<file path="src/rtl/swcap_pkg.sv">
// Shared constants for the switch/enter capture path: MMIO addresses
// and status-word bit positions.
package swcap_pkg;

    localparam logic ADDR_DATA   = 1'b0;
    localparam logic ADDR_STATUS = 1'b1;

    localparam int ST_EMPTY     = 0;
    localparam int ST_FULL      = 1;
    localparam int ST_OVF       = 2;
    localparam int ST_ENTER     = 3;
    localparam int ST_COUNT_LSB = 8;

endpackage

</file>
<file path="src/rtl/debounce_sync.sv">
// Single-bit 2-flop synchroniser followed by a stability counter.
// The level toggles after DEBOUNCE_CYCLES consecutive differing samples.
module debounce_sync #(
    parameter int DEBOUNCE_CYCLES = 20000
) (
    input  logic clock,
    input  logic reset,
    input  logic i_raw,
    output logic o_level,
    output logic o_rise,
    output logic o_fall
);

    localparam int CW = (DEBOUNCE_CYCLES > 2) ? $clog2(DEBOUNCE_CYCLES) : 1;
    localparam logic [CW-1:0] LAST = CW'(DEBOUNCE_CYCLES - 1);

    logic          r_s1;
    logic          r_s2;
    logic          r_level;
    logic [CW-1:0] r_cnt;
    logic          w_diff;
    logic          w_fire;

    assign w_diff = r_s2 ^ r_level;
    assign w_fire = w_diff && (r_cnt == LAST);

    always_ff @(posedge clock or posedge reset) begin
        if (reset) begin
            r_s1    <= 1'b0;
            r_s2    <= 1'b0;
            r_level <= 1'b0;
            r_cnt   <= '0;
        end else begin
            r_s1 <= i_raw;
            r_s2 <= r_s1;
            if (!w_diff) begin
                r_cnt <= '0;
            end else if (w_fire) begin
                r_cnt   <= '0;
                r_level <= ~r_level;
            end else begin
                r_cnt <= r_cnt + 1'b1;
            end
        end
    end

    // Pulses coincide with the edge on which r_level flips.
    assign o_level = r_level;
    assign o_rise  = w_fire & r_s2;
    assign o_fall  = w_fire & ~r_s2;

endmodule

</file>
<file path="src/rtl/switch_enter_capture.sv">
// Captures the switch word on each debounced enter press into a small FIFO
// drained over MMIO. Define SW_CAPTURE_ECHO_EN to add the echo_led output.
module switch_enter_capture
    import swcap_pkg::*;
#(
    parameter int DATA_W          = 16,
    parameter int DEPTH           = 4,
    parameter int DEBOUNCE_CYCLES = 20000
) (
    input  logic              clock,
    input  logic              reset,
    input  logic [DATA_W-1:0] sw_data,
    input  logic              sw_enter,
    input  logic              rd_en,
    input  logic              rd_addr,
    input  logic              ovf_clr,
    output logic [31:0]       rd_data,
    output logic              data_avail,
`ifdef SW_CAPTURE_ECHO_EN
    output logic [DATA_W-1:0] echo_led,
`endif
    output logic              wait_led
);

    localparam int AW = (DEPTH > 1) ? $clog2(DEPTH) : 1;
    localparam int CW = AW + 1;
    localparam logic [CW-1:0] FULL_CNT = CW'(DEPTH);

    logic [DATA_W-1:0] r_d1;
    logic [DATA_W-1:0] r_d2;
    logic [DATA_W-1:0] r_mem [DEPTH];
    logic [AW-1:0]     r_head;
    logic [AW-1:0]     r_tail;
    logic [CW-1:0]     r_count;
    logic              r_ovf;

    logic              w_level;
    logic              w_rise;
    logic              w_fall;
    logic              w_level_nxt;
    logic              w_empty;
    logic              w_full;
    logic              w_pop_req;
    logic              w_stat_req;
    logic              w_pop;
    logic              w_push;
    logic              w_ovf_set;
    logic [CW-1:0]     w_count_nxt;
    logic [31:0]       w_status;

    debounce_sync #(
        .DEBOUNCE_CYCLES(DEBOUNCE_CYCLES)
    ) u_enter (
        .clock  (clock),
        .reset  (reset),
        .i_raw  (sw_enter),
        .o_level(w_level),
        .o_rise (w_rise),
        .o_fall (w_fall)
    );

    assign w_empty    = (r_count == '0);
    assign w_full     = (r_count == FULL_CNT);
    assign w_pop_req  = rd_en && (rd_addr == ADDR_DATA);
    assign w_stat_req = rd_en && (rd_addr == ADDR_STATUS);
    assign w_pop      = w_pop_req && !w_empty;
    // A pop in the same cycle frees the slot a full FIFO needs.
    assign w_push     = w_rise && (!w_full || w_pop);
    assign w_ovf_set  = w_rise && w_full && !w_pop;

    always_comb begin
        w_level_nxt = w_level;
        if (w_rise) begin
            w_level_nxt = 1'b1;
        end else if (w_fall) begin
            w_level_nxt = 1'b0;
        end
    end

    always_comb begin
        w_count_nxt = r_count;
        if (w_push && !w_pop) begin
            w_count_nxt = r_count + 1'b1;
        end else if (!w_push && w_pop) begin
            w_count_nxt = r_count - 1'b1;
        end
    end

    always_comb begin
        w_status = '0;
        w_status[ST_COUNT_LSB +: 8] = 8'(r_count);
        w_status[ST_ENTER]          = w_level;
        w_status[ST_OVF]            = r_ovf;
        w_status[ST_FULL]           = w_full;
        w_status[ST_EMPTY]          = w_empty;
    end

    always_ff @(posedge clock or posedge reset) begin
        if (reset) begin
            r_d1 <= '0;
            r_d2 <= '0;
        end else begin
            r_d1 <= sw_data;
            r_d2 <= r_d1;
        end
    end

    always_ff @(posedge clock) begin
        if (w_push) begin
            r_mem[r_tail] <= r_d2;
        end
    end

    always_ff @(posedge clock or posedge reset) begin
        if (reset) begin
            r_head     <= '0;
            r_tail     <= '0;
            r_count    <= '0;
            r_ovf      <= 1'b0;
            rd_data    <= '0;
            data_avail <= 1'b0;
            wait_led   <= 1'b1;
        end else begin
            if (w_push) begin
                r_tail <= r_tail + 1'b1;
            end
            if (w_pop) begin
                r_head <= r_head + 1'b1;
            end
            r_count <= w_count_nxt;
            if (w_ovf_set) begin
                r_ovf <= 1'b1;
            end else if (ovf_clr) begin
                r_ovf <= 1'b0;
            end
            if (w_pop) begin
                rd_data <= 32'(r_mem[r_head]);
            end else if (w_pop_req) begin
                rd_data <= '0;
            end else if (w_stat_req) begin
                rd_data <= w_status;
            end
            data_avail <= (w_count_nxt != '0);
            wait_led   <= (w_count_nxt == '0) && !w_level_nxt;
        end
    end

`ifdef SW_CAPTURE_ECHO_EN
    always_ff @(posedge clock or posedge reset) begin
        if (reset) begin
            echo_led <= '0;
        end else if (w_pop) begin
            echo_led <= r_mem[r_head];
        end
    end
`endif

endmodule

</file>
<file path="config.mk">
export PLATFORM = sky130hd
export DESIGN_NAME = switch_enter_capture
export DESIGN_NICKNAME = d
export VERILOG_FILES = /design/src/rtl/swcap_pkg.sv /design/src/rtl/debounce_sync.sv /design/src/rtl/switch_enter_capture.sv
export SDC_FILE = /design/constraint.sdc
export NUM_CORES = 1
export LEC_CHECK = 0
export ABC_AREA = 1
export CORE_UTILIZATION = 55
export CTS_CLUSTER_SIZE = 40
export DETAILED_ROUTE_END_ITERATION = 6
export GPL_TIMING_DRIVEN = 0
export PLACE_DENSITY = 0.78
export SLEW_MARGIN = 20
export SYNTH_ARGS = -nofsm -noshare
export SYNTH_HDL_FRONTEND = slang
export SYNTH_SLANG_ARGS = --single-unit
</file>
<file path="constraint.sdc">
create_clock -name clock -period 5.7 [get_ports clock]
set_clock_uncertainty 0.2 [all_clocks]
set_input_delay 0.855 -clock clock [delete_from_list [all_inputs] [get_ports clock]]
set_output_delay 0.855 -clock clock [all_outputs]
set_load 0.01 [all_outputs]
</file>
==> flow_summary_export.csv <==
group,metric,value,unit
outcome,outcome,"finished, final reports clean",
layout,fin_nets,560,
sta,period_share,0.461,
global_routing,grt_pass1_wl,16500,um
clock_tree,cts_tree,"yes",
route,first_pass_iters,5,
critical_path,critical_path_required,5740,ps
sta,setup_violations,0,
global_routing,grt_usage,0.221,
route,drtAntennaViolNets,0,
route,viasPerCell,5.19,
clock_tree,cts_sinks,140,
clock_tree,clk_path_buf_depth,2,
layout,areaGrowthSynthToFinish,23.2,%
critical_path,endpoint_kind,"flip-flop",
global_routing,grt_antenna_before_repair,0,
clock_tree,htree_levels,4,
layout,drive_above_1_share,0.149,
sta,rsz0062_at_grt,"no",
power,peakVddDrop,0.000297,V
power,powerDensity,417,nW/um2
clock_tree,cts_setup_buffers,0,
critical_path,crit_path_max_fanout,10,
synth,ys_seq_elements,140,
route,totalWireLength,10200,um
synth,synth-edff-count,64,
synth,synth.avg_cell_area,12.1,um2
global_routing,grt_overflow_total,0,
die,fp.dieW,102,um
die,core-area,9730,um2
sta,hold_viol_final,0,
route,wl_per_cell,15.1,um
synth,synth_cells,452,
synth,yosys_warnings,0,
synth,synth-main-ff-cell,"dfrtp_1",
sta,relSlewSlack,0.568,
die,die_h,102,um
die,start_util,0.563,
min_path,hold_path_class,"reg -> reg",
placed_design,routabilityCongestion,0.838,
clock_tree,post_cts_resized,0,
layout,diodes,0,
placed_design,port_buffers,39,
placed_design,preCtsSetupSlack,2560,ps
clock_tree,numCtsBuffers,17,
die,die_area,10400,um2
synth,synthArstFlopShare,0.543,
sta,period_minus_slack,2630,ps
route,drc_errors,0,
route,vias,3509,
global_routing,first_global_vias,3452,
route,drt_iter0_markers,265,
clock_tree,clk_latency,530,ps
sta,setup_tns,0,ps
sta,worst_slack,3070,ps
run,cap_violations,0,
sta,maxSlewViolCount,0,
critical_path,cp.arrival,2660,ps
sta,tightestPinTransition,648,ps
critical_path,worstSetupStartpointType,"input pin",
power,cellLeakagePower,2.81,nW
global_routing,grt_start_max_net_pins,42,
critical_path,critPathKind,"in -> reg",
synth,synth_area,5480,um2
synth,yosysSeqAreaShare,0.699,
die,fp-row-count,36,
clock_tree,cts-hold-fix-buffers,0,
placed_design,hpwl,6610,um
clock_tree,root_buffer,"clkbuf_8",
sta,fmax,381,MHz
die,io_pins,56,
synth,synth.distinct_cells,37,
clock_tree,path_clk_slew,60,ps
## sequential cells by signal, indices dropped and copies added (netlist names)
register	count
r_mem	64
rd_data	16
wait_led	1
u_enter.r_cnt	15
r_d1	16
u_enter.r_s2	1
data_avail	1
r_tail	2
u_enter.r_s1	1
r_ovf	1
r_head	2
r_count	3
u_enter.o_level	1
r_d2	16
## report_power, final
group / total (mW) / switching [mW] / internal [mW]
logic: 0.605 / 0.361 / 0.244
clock network: 1.03 / 0.411 / 0.621
registers: 1.17 / 0.0405 / 1.13
## kinds of logic after synthesis
logic type	synth area share
DFF	0.699
and+or+nand+nor	0.117
buffers and inverters	0.0674
AOI/OAI and AO/OA	0.0843
adders and majority gates	0.0183
xor gates and xnor gates	0.0112
other	0.000685
muxes	0.00206
## cell type report
| type | count | area [um2] |
|---|---|---|
| sequential | 140 | 3820 |
| fill | 649 | 2980 |
| multi-input combinational | 248 | 1350 |
| timing repair buffer | 44 | 470 |
| clock buffer | 21 | 460 |
| buffer | 31 | 189 |
| inverter | 48 | 183 |
| tap | 133 | 166 |
| clock inverter | 11 | 106 |
## cells in the mapped netlist, types with 2 or more instances
cell       n  share of area
nand2_2    3         0.0034
edfxtp_1  64           0.35
nor2_2     4         0.0046
o22ai_1    8         0.0091
a32o_1     9          0.016
nand3_1   26          0.024
ha_1       8          0.018
a22oi_1    5         0.0069
dfrtp_1   75           0.34
buf_4     17          0.023
clkbuf_1   7         0.0048
nor2_4     2         0.0041
xnor2_1    2         0.0032
nor2_1    43          0.029
nand2_1   49          0.034
xor2_1     5         0.0080
buf_2      6         0.0055
inv_1     47          0.032
o21ai_1    3         0.0027
nor3_1     3         0.0027
o21ai_0   33          0.030
a21oi_1   16          0.015
nand3_2    2         0.0037
and3_1     2         0.0023
## per-stage QoR
step | area (um2) | std cells | hold WS [ps] | utilization | power, mW
3_5_place_dp | 6180 | 644 | 135 | 0.635 | 1.79
3_3_place_gp | 6090 | 639 | 132 | 0.626 | 1.76
6_report | 6750 | 676 | 147 | 0.694 | 2.81
2_1_floorplan | 5530 | 467 | 131 | - | 1.55
4_1_cts | 6750 | 676 | 149 | 0.694 | 2.83
5_1_grt | 6750 | 676 | 154 | 0.694 | 2.95
## critical path, stage by stage
cell and delay [ps]:
clkdlybuf4s50_1 550, nand2_2 130, nand2_1 180, nand3_1 240
nor2_2 470, buf_8 220
## worst paths after layout
| kind | from | endpoint | slack [ps] | cells after the start |
|---|---|---|---|---|
| setup / recovery | rd_en | r_mem[1][6]$_DFFE_PP_ | 3070 | 6 |
| hold / removal | r_d1[7]$_DFF_PP0_ | r_d2[7]$_DFF_PP0_ | 150 | 0 |
| setup reg to reg | u_enter.r_cnt[0]$_DFF_PP0_ | r_mem[1][6]$_DFFE_PP_ | 3160 | 6 |
| hold reg to reg | r_d1[7]$_DFF_PP0_ | r_d2[7]$_DFF_PP0_ | 150 | 0 |
| max in group asynchronous | reset | wait_led$_DFF_PP1_ | 4180 | 3 |
| min in group asynchronous | reset | r_d1[9]$_DFF_PP0_ | 490 | 2 |
## placed cells by master, fill, tap and decap left out, types with 3 or more instances in the layout
master           count
o22ai_1              8
nand2_2              3
a32o_1               9
nor3_1               3
nand3_1             26
ha_1                 8
a21oi_1             16
o21ai_1              3
clkdlybuf4s50_1     39
inv_1               46
nor2_1              39
buf_8                4
dfrtp_1             75
nand2_1             49
buf_4               17
inv_6                4
buf_2                6
a22oi_1              5
o21ai_0             33
clkbuf_16           17
xor2_1               5
edfxtp_1            64
conb_1              16
clkbuf_1             9
nor2_2               8
## per-layer routing
layer / vias up / share of wire / global-route usage
met5: - / 0 / 0
met4: 0 / 0.020 / 0.105
met3: 18 / 0.046 / 0.0642
met2: 108 / 0.50 / 0.358
met1: 1713 / 0.43 / 0.276
li1: 1670 / - / -
No activity file was read; power rests on OpenSTA's default activity.
